==> src/rtl/rtc_bus_sequencer.sv <==
// Sequencer for the RTC chip's multiplexed address/data bus: writes or reads all nine
// time/date registers as ten strobed transactions and reports completion to the register bank.
module rtc_bus_sequencer #(
   parameter int T_PULSE = 4,
   parameter int T_GAP   = 4
) (
   input  logic       clk,
   input  logic       reset,
   input  logic       Listo_esc,
   input  logic       lee,
   input  logic [7:0] ano,
   input  logic [7:0] mes,
   input  logic [7:0] dia,
   input  logic [7:0] horas,
   input  logic [7:0] minutos,
   input  logic [7:0] segundos,
   input  logic [7:0] ht,
   input  logic [7:0] mt,
   input  logic [7:0] st,
   input  logic [7:0] ad_in,
   output logic       cs_n,
   output logic       rd_n,
   output logic       wr_n,
   output logic       ad_n,
   output logic [7:0] ad_out,
   output logic       ad_oe,
   output logic [7:0] anole,
   output logic [7:0] mesle,
   output logic [7:0] diale,
   output logic [7:0] horasle,
   output logic [7:0] minutosle,
   output logic [7:0] segundosle,
   output logic [7:0] htle,
   output logic [7:0] mtle,
   output logic [7:0] stle,
   output logic       Listo_es,
   output logic       Listo_lec,
   output logic       ocupado
);

   typedef enum logic [2:0] {
      S_IDLE  = 3'd0,
      S_A_STB = 3'd1,
      S_A_GAP = 3'd2,
      S_D_STB = 3'd3,
      S_D_GAP = 3'd4,
      S_DONE  = 3'd5
   } state_t;

   localparam logic [3:0] PULSE_LD = 4'(T_PULSE - 1);
   localparam logic [3:0] GAP_LD   = 4'(T_GAP - 1);
   localparam logic [3:0] LAST_TX  = 4'd9;

   state_t     state_q, state_d;
   logic [3:0] cnt_q, cnt_d;
   logic [3:0] idx_q, idx_d;
   logic       wr_mode_q, wr_mode_d;
   logic [7:0] shadow_q [9];
   logic [7:0] shadow_d [9];
   logic [7:0] le_q [9];
   logic [7:0] le_d [9];
   logic       cs_n_q, cs_n_d;
   logic       rd_n_q, rd_n_d;
   logic       wr_n_q, wr_n_d;
   logic       ad_n_q, ad_n_d;
   logic       ad_oe_q, ad_oe_d;
   logic [7:0] ad_out_q, ad_out_d;
   logic       listo_es_q, listo_es_d;
   logic       listo_lec_q, listo_lec_d;
   logic       ocupado_q, ocupado_d;

   // Register slot order is seconds first; the read sequence shifts slots by one behind its command.
   function automatic logic [7:0] tx_addr(input logic wr_mode, input logic [3:0] idx);
      logic [3:0] slot;
      logic [7:0] addr;
      if (wr_mode) begin
         slot = idx;
      end else begin
         slot = idx - 4'd1;
      end
      case (slot)
         4'd0:    addr = 8'h21;
         4'd1:    addr = 8'h22;
         4'd2:    addr = 8'h23;
         4'd3:    addr = 8'h24;
         4'd4:    addr = 8'h25;
         4'd5:    addr = 8'h26;
         4'd6:    addr = 8'h41;
         4'd7:    addr = 8'h42;
         4'd8:    addr = 8'h43;
         default: addr = wr_mode ? 8'hF1 : 8'hF0;
      endcase
      return addr;
   endfunction

   // State, counters, shadow and all bus/handshake outputs
   always_ff @(posedge clk) begin
      if (reset) begin
         state_q     <= S_IDLE;
         cnt_q       <= 4'd0;
         idx_q       <= 4'd0;
         wr_mode_q   <= 1'b0;
         for (int i = 0; i < 9; i++) begin
            shadow_q[i] <= 8'h00;
            le_q[i]     <= 8'h00;
         end
         cs_n_q      <= 1'b1;
         rd_n_q      <= 1'b1;
         wr_n_q      <= 1'b1;
         ad_n_q      <= 1'b1;
         ad_oe_q     <= 1'b0;
         ad_out_q    <= 8'h00;
         listo_es_q  <= 1'b0;
         listo_lec_q <= 1'b0;
         ocupado_q   <= 1'b0;
      end else begin
         state_q     <= state_d;
         cnt_q       <= cnt_d;
         idx_q       <= idx_d;
         wr_mode_q   <= wr_mode_d;
         shadow_q    <= shadow_d;
         le_q        <= le_d;
         cs_n_q      <= cs_n_d;
         rd_n_q      <= rd_n_d;
         wr_n_q      <= wr_n_d;
         ad_n_q      <= ad_n_d;
         ad_oe_q     <= ad_oe_d;
         ad_out_q    <= ad_out_d;
         listo_es_q  <= listo_es_d;
         listo_lec_q <= listo_lec_d;
         ocupado_q   <= ocupado_d;
      end
   end

   // Next-state: phase sequencing, write snapshot on acceptance, read capture on last D_STB cycle
   always_comb begin
      state_d   = state_q;
      cnt_d     = cnt_q;
      idx_d     = idx_q;
      wr_mode_d = wr_mode_q;
      shadow_d  = shadow_q;
      case (state_q)
         S_IDLE: begin
            if (Listo_esc) begin
               state_d     = S_A_STB;
               cnt_d       = PULSE_LD;
               idx_d       = 4'd0;
               wr_mode_d   = 1'b1;
               shadow_d[0] = segundos;
               shadow_d[1] = minutos;
               shadow_d[2] = horas;
               shadow_d[3] = dia;
               shadow_d[4] = mes;
               shadow_d[5] = ano;
               shadow_d[6] = st;
               shadow_d[7] = mt;
               shadow_d[8] = ht;
            end else if (lee) begin
               state_d   = S_A_STB;
               cnt_d     = PULSE_LD;
               idx_d     = 4'd0;
               wr_mode_d = 1'b0;
            end else begin
               state_d = S_IDLE;
            end
         end
         S_A_STB: begin
            if (cnt_q == 4'd0) begin
               state_d = S_A_GAP;
               cnt_d   = GAP_LD;
            end else begin
               cnt_d = cnt_q - 4'd1;
            end
         end
         S_A_GAP: begin
            if (cnt_q == 4'd0) begin
               state_d = S_D_STB;
               cnt_d   = PULSE_LD;
            end else begin
               cnt_d = cnt_q - 4'd1;
            end
         end
         S_D_STB: begin
            if (cnt_q == 4'd0) begin
               state_d = S_D_GAP;
               cnt_d   = GAP_LD;
               if (!wr_mode_q && (idx_q != 4'd0)) begin
                  shadow_d[idx_q - 4'd1] = ad_in;
               end else begin
                  shadow_d = shadow_q;
               end
            end else begin
               cnt_d = cnt_q - 4'd1;
            end
         end
         S_D_GAP: begin
            if (cnt_q != 4'd0) begin
               cnt_d = cnt_q - 4'd1;
            end else if (idx_q == LAST_TX) begin
               state_d = S_DONE;
            end else begin
               state_d = S_A_STB;
               cnt_d   = PULSE_LD;
               idx_d   = idx_q + 4'd1;
            end
         end
         S_DONE: begin
            state_d = S_IDLE;
            idx_d   = 4'd0;
         end
         default: begin
            state_d = S_IDLE;
            idx_d   = 4'd0;
         end
      endcase
   end

   // Output decode from the next state so the registered bus lines up with the FSM phase
   always_comb begin
      cs_n_d      = 1'b1;
      rd_n_d      = 1'b1;
      wr_n_d      = 1'b1;
      ad_n_d      = 1'b1;
      ad_oe_d     = 1'b0;
      ad_out_d    = 8'h00;
      listo_es_d  = 1'b0;
      listo_lec_d = 1'b0;
      ocupado_d   = 1'b0;
      le_d        = le_q;
      case (state_d)
         S_A_STB, S_A_GAP: begin
            cs_n_d    = 1'b0;
            ad_n_d    = 1'b0;
            wr_n_d    = (state_d == S_A_STB) ? 1'b0 : 1'b1;
            ad_oe_d   = 1'b1;
            ad_out_d  = tx_addr(wr_mode_d, idx_d);
            ocupado_d = 1'b1;
         end
         S_D_STB: begin
            cs_n_d    = 1'b0;
            ocupado_d = 1'b1;
            if (wr_mode_d) begin
               ad_oe_d = 1'b1;
               wr_n_d  = 1'b0;
               if (idx_d < LAST_TX) begin
                  ad_out_d = shadow_q[idx_d];
               end else begin
                  ad_out_d = 8'hF1;
               end
            end else if (idx_d == 4'd0) begin
               ad_oe_d  = 1'b1;
               wr_n_d   = 1'b0;
               ad_out_d = 8'hF0;
            end else begin
               rd_n_d = 1'b0;
            end
         end
         S_D_GAP: begin
            ocupado_d = 1'b1;
         end
         S_DONE: begin
            if (wr_mode_d) begin
               listo_es_d = 1'b1;
            end else begin
               listo_lec_d = 1'b1;
               le_d        = shadow_q;
            end
         end
         default: begin
            ocupado_d = 1'b0;
         end
      endcase
   end

   assign cs_n       = cs_n_q;
   assign rd_n       = rd_n_q;
   assign wr_n       = wr_n_q;
   assign ad_n       = ad_n_q;
   assign ad_oe      = ad_oe_q;
   assign ad_out     = ad_out_q;
   assign Listo_es   = listo_es_q;
   assign Listo_lec  = listo_lec_q;
   assign ocupado    = ocupado_q;
   assign segundosle = le_q[0];
   assign minutosle  = le_q[1];
   assign horasle    = le_q[2];
   assign diale      = le_q[3];
   assign mesle      = le_q[4];
   assign anole      = le_q[5];
   assign stle       = le_q[6];
   assign mtle       = le_q[7];
   assign htle       = le_q[8];

endmodule

==> config.mk <==
export PLATFORM = sky130hd
export DESIGN_NAME = rtc_bus_sequencer
export DESIGN_NICKNAME = d
export VERILOG_FILES = /design/src/rtl/rtc_bus_sequencer.sv
export SDC_FILE = /design/constraint.sdc
export NUM_CORES = 1
export LEC_CHECK = 0
export ABC_CLOCK_PERIOD_IN_PS = 3960
export BUFFER_PORTS_ARGS = -buffer_cell sky130_fd_sc_hd__buf_4
export CAP_MARGIN = 0
export CORE_MARGIN = 2
export CORE_UTILIZATION = 45
export DETAILED_ROUTE_END_ITERATION = 10
export PLACE_DENSITY = 0.76
export RECOVER_POWER = 50
export SYNTH_ARGS = -nofsm -noshare
export SYNTH_HDL_FRONTEND = slang
export SYNTH_SLANG_ARGS = --single-unit
==> constraint.sdc <==
create_clock -name clk -period 3.96 [get_ports clk]
set_input_delay 0.198 -clock clk [delete_from_list [all_inputs] [get_ports clk]]
set_output_delay 0.198 -clock clk [all_outputs]
set_load 0.02 [all_outputs]
## Yosys cells after proc, flatten, opt, wreduce, memory -nomap -nowiden

Cells that the tools add are included.

- Input bits: 84
- Register bits: 172

- Add/sub/neg operators: 4
- Order comparisons: 4
- Reductions and logical operators: 20
- Mux-type cells: 52
- Bitwise logic cells: 5
- Equal/unequal tests: 23

Operators with widths:

| operator | number |
|---|---|
| 2-to-1 mux 72 bit | 3 |
| case mux 72 bit (2 select lines) | 1 |
| bitwise mux 72 bit | 1 |
| case mux 8 bit (9 select lines) | 1 |
| 2-to-1 mux 8 bit | 6 |
| 2-to-1 mux 4 bit | 11 |
| binary-select mux 8 bit (select 4 bit) | 1 |
| demux 8 bit (select 4 bit) | 1 |
| case mux 4 bit (3 select lines) | 2 |
| == test 4 x 3 -> 1 bit (second input constant) | 4 |
| 2-to-1 mux 1 bit | 16 |
| case mux 8 bit (2 select lines) | 1 |
| 2-to-1 mux 3 bit | 5 |
| case mux 3 bit (5 select lines) | 1 |
| == test 3 x 2 -> 1 bit (second input constant) | 4 |
| logical NOT 4 bit | 3 |
| subtractor 4 x 1 -> 4 bit (second input constant) | 3 |
| greater-or-equal comparator 5 bit (second input constant) | 2 |
| NOT 4 -> 5 bit | 2 |
| == test 3 bit (second input constant) | 3 |
| == test 4 x 2 -> 1 bit (second input constant) | 2 |
| == test 4 bit (second input constant) | 2 |
| nonzero test 4 bit | 2 |
| == test 3 x 1 -> 1 bit (second input constant) | 2 |
| 19 further kinds | 29 |

## Logic depth before layout (Yosys ltp)

- Depth after elaboration: 11
- Gate-level depth with buffers: 17
- Gate-level depth less buffers: 14

## Worst setup path after synthesis

Ideal clock, no wire load.

- Path kind: flip-flop to flip-flop
- Start point: register cnt_q[0]
- End point: register ad_out_q[5] (netlist: ad_out[5])
- Buffers on the path: 3
- Slack: 0.553 ns
- Period minus slack after synthesis: 3.407 ns
- Arrival: 3.319 ns
- Stages on the path, launching flop included: 18
- Cell sequence: dfxtp_1 > inv_1 > ha_1 > or3b_1 > buf_6 > o211ai_4 > nand3_4 > inv_2 > buf_6 > buf_4 > ha_1 > inv_1 > a211o_1 > and4_1 > or2_1 > and3_1 > and2b_1 > o32ai_2

- Longest elaborated chain between the ends: 10

Ends and longest elaborated chain:

| item | line | RTL |
|---|---|---|
| start: declaration | 55 | `logic [3:0] cnt_q, cnt_d;` |
| start signal: assignment | 118 | `cnt_q <= cnt_d;` |
| branches (longest 9 deep; another with subtractor 4 x 1 -> 4 bit) | -- |  |
| case mux 8 bit (2 select lines) (*) | 230 | `case (state_d)` |
| end signal: assignment | 128 | `ad_out_q <= ad_out_d;` |
| end: declaration | 67 | `logic [7:0] ad_out_q, ad_out_d;` |

Mark *: on every way between the ends. The select of a mux whose other input is x is not followed.
A chain may end at the register's enable or synchronous reset.

## Final worst setup path

- Start point: register cnt_q[0]
- End point: register shadow_q[46] in the netlist's numbering

- Longest elaborated chain between the ends: 3

Ends and longest elaborated chain:

| item | line | RTL |
|---|---|---|
| logical NOT 4 bit | 184 | `if (cnt_q == 4'd0) begin` |
| != test 2 bit (no source line) | -- |  |
| AND reduction 4 bit (no source line) | -- |  |
| end signal: assignment | 121 | `shadow_q <= shadow_d;` |
| end: declaration | 58 | `logic [7:0] shadow_q [9];` |

No other way between the ends.

==> metrics.md <==
| Metric | Value |
|---|---|
| EDFF count, synth | 0 |
| Global route overflow | 0 |
| Multi-input gate area | approximately 4300 sq um |
| Met3 Track Usage GR | 0.0592 |
| Row count | approximately 50 |
| Hold Vio Cnt, Final | 0 |
| Final period utilization | 0.892 |
| Vias in the first global route | 7421 |
| Top cells by area, synth | dfxtp_1 42%, nand2_1 9.9%, a21oi_1 9.1% |
| Routing usage on met1 | 0.375 |
| CP Class | reg2reg |
| Hold Crit Endpoint | shadow_q[4] |
| Max-capacitance violation count | 0 |
| RePlAce Congestion | approximately 0.93 |
| Worst Path Arrival | between 3000 and 4000 ps |
| Crit Reg-Reg Endpoint | shadow_q[46] |
| Crit path max fanout | 16 |
| Max Slew Vio Count | 0 |
| DRT Pass-1 Iters | 5 |
| Avg Inst Size Synth | 7.90 sq um |
| Sequential area share after synthesis | 0.416 |
| Clock sink count | 172 |
| Prevailing post-synth register cell | dfxtp_1 |
| Tmin final | 3530 ps |
| Ratio of cells with drive above 1 in the final layout | 0.122 |
| Met2 Track Usage GR | 0.423 |
| Total negative setup slack | 0 ps |
| CTS HTree Levels | 4 |
| Worst setup startpoint | cnt_q[0] |
| Sw power | 1.49 mW |
| Commonest non-fill, non-tap cell in the layout | nand2_1 |
| Syn nets | ~1100 |
| Post-synthesis cell count | between 1000 and 1500 |
| Sequential Power Share | 0.440 |
| Final setup fails | 0 |
| Largest register FFs | 72 |
| Sw Ratio | 0.309 |
| Lkg Pwr | about 3.6 nW |
| Area growth syn-to-layout | 18.1% |
| GRT Util Overall | 0.270 |
| Root Buffer | clkbuf_16 |
| Initial antenna violation count | 0 |
| Data required time of the worst path | 4310 ps |
| Yosys reg bits | approximately 170 |
| Vias/cell | 5.79 |
| Hold_sp | ht[4] |
| Worst Hold Class | in2reg |
| Cell taking the most area after synthesis | dfxtp_1 |
| Post CTS Setup Buffer Count | 0 |
| VDD IR max | around 350 uV |
| Die Y | about 140 um |
| Vias after detailed routing | roughly 8200 |
| Worst R2R Path Depth | 11 |
| Core Area | 18000 sq um |
| Global route hottest layer | met2 |
| R2r setup slk | approximately 430 ps |
| Post-DR wirelength/cell | between 15 and 20 um |
| Cts bufs inserted | 17 |
| ANT cells | 0 |
| Worst slew margin | 0.185 |
| Netlist cell types | 79 |
| DR DRC count | 0 |
| WHS Path Cells | 3 |
| Iter 0 DRT Violations | around 820 |
| CTS max path bufs | 2 |
| Ports | around 170 |
| CTS tree | built |
| Area fraction of the dominant cell type after synthesis | 0.416 |
| RSZ-0062 raised after global routing | false |
| Power per cell area | between 400 and 500 nW/um^2 |
| Clock latency on the worst-skew pair | between 400 and 500 ps |
| Internal | between 3 and 4 mW |
| Final Net Count | ~1300 |
| Post-route antenna net violation count | 0 |
| Global-route wire length before repair | slightly above 40000 um |
| Slew @ Worst Pin | 1220 ps |
| Comb pwr share | 0.194 |
| Hold-fix buffer count after cts | 0 |
| Die width | approximately 140 um |
| Post-synth ARST share | 0 |
| Commonest non-fill, non-tap cells in the layout | 217 x nand2_1, 172 x dfxtp_1, 159 x nor2_1 |
| RR Startpoint | cnt_q[0] |
| Status | finished, final reports clean |
| Starting Density | 0.460 |
| Final HPWL DP | between 15000 and 20000 um |
| Drt total wl | 26900 um |
| Post_cts resized | 0 |
| CP Capture Type | flop |
| Fmax | 283 MHz |
| Fin Clk Skew | between 10 and 15 ps |
| Largest net degree at the start of global routing | 87 |
| CTS clk-pin slew, worst paths | roughly 60 ps |
| Hold slack | between 50 and 60 ps |
| Mapped Area | just over 8000 sq um |
| FF+latch area | between 3000 and 4000 sq um |
| Most flop-heavy register | shadow_q |
| Yosys warning total | 0 |
| PortBufs | between 150 and 200 |
| Die area | 19500 sq um |
| Clock power share | 0.366 |
| Critical path launch point type | flop |
| Fill cell total of the finished layout | roughly 1800 |
[power by group through the flow]
stage / clock network, mW / logic, mW / registers, mW
5_1_grt: 1.87 / 1.03 / 2.14
3_3_place_gp: 0 / 0.964 / 2.16
2_1_floorplan: 0 / 0.700 / 2.10
3_5_place_dp: 0 / 0.981 / 2.16
4_1_cts: 1.79 / 0.988 / 2.12
6_report: 1.77 / 0.939 / 2.13
[critical path, stage by stage, from the launching register on]
cell       delay [ps]
dfxtp_1           340
inv_1              90
ha_1              210
or3b_1            440
clkbuf_1          270
a2111oi_2         320
a21oi_1            60
or2_0             200
buf_4             190
a21oi_1           940
nor2_1            140
a211oi_2          230
[worst max path at each step]
| stage | to | depth (start not counted) |
|---|---|---|
| 4_1_cts | ad_out[5] | 14 |
| 6_report | shadow_q[46] | 11 |
| 3_3_place_gp | ad_out[5] | 14 |
| 2_1_floorplan | ad_out[5] | 17 |
| 5_1_grt | shadow_q[50] | 11 |
| 3_5_place_dp | ad_out[5] | 14 |
[Yosys cell counts, types with 4 or more instances]
| master | instances |
|---|---|
| a211o_1 | 5 |
| a211oi_1 | 69 |
| a21o_1 | 5 |
| a21oi_1 | 150 |
| a21oi_4 | 8 |
| a311oi_1 | 14 |
| a31oi_1 | 8 |
| and2_1 | 4 |
| and3_1 | 10 |
| buf_2 | 13 |
| buf_4 | 14 |
| buf_6 | 4 |
| clkbuf_1 | 37 |
| dfxtp_1 | 172 |
| ha_1 | 11 |
| inv_1 | 16 |
| mux2i_1 | 15 |
| nand2_1 | 218 |
| nand3_1 | 14 |
| nand4_1 | 4 |
| nor2_1 | 159 |
| nor3_1 | 8 |
| o21ai_0 | 5 |
| xnor2_1 | 5 |
[per-layer routing]
layer  share of wire  vias to the layer above
li1                -                     3926
met1            0.45                     3897
met2            0.45                      369
met3           0.077                       34
met4           0.020                        0
met5               0                        -
[metrics by stage]
stage               setup WS, ps  power [mW]  utilization  std cells  cell area (sq um)
CTS                          630        4.90        0.568       1421              10200
global route                 198        5.04        0.542       1421               9780
finish                       430        4.84        0.542       1421               9780
detailed placement           651        3.14        0.534       1391               9620
global placement             738        3.12        0.534       1391               9620
floorplan                    553        2.80            -       1049               8280
[kinds of logic after synthesis]
logic type	after synthesis	share of synthesized area
flops	172	0.416
mux	15	0.0181
compound gates	305	0.250
buf+inv	87	0.0514
simple gates	453	0.242
xor+xnor	6	0.00634
fa+ha+maj	11	0.0166
[area by class of cell]
| cell class | count | share of cell area |
|---|---|---|
| Clock buffer | 20 | 0.0457 |
| Clock inverter | 10 | 0.0169 |
| Inverter | 18 | 0.00691 |
| Multi-Input combinational cell | 790 | 0.441 |
| Sequential cell | 172 | 0.352 |
| Tap cell | 229 | 0.0293 |
| Timing Repair Buffer | 182 | 0.108 |
Power figures use the tool's default switching activity.
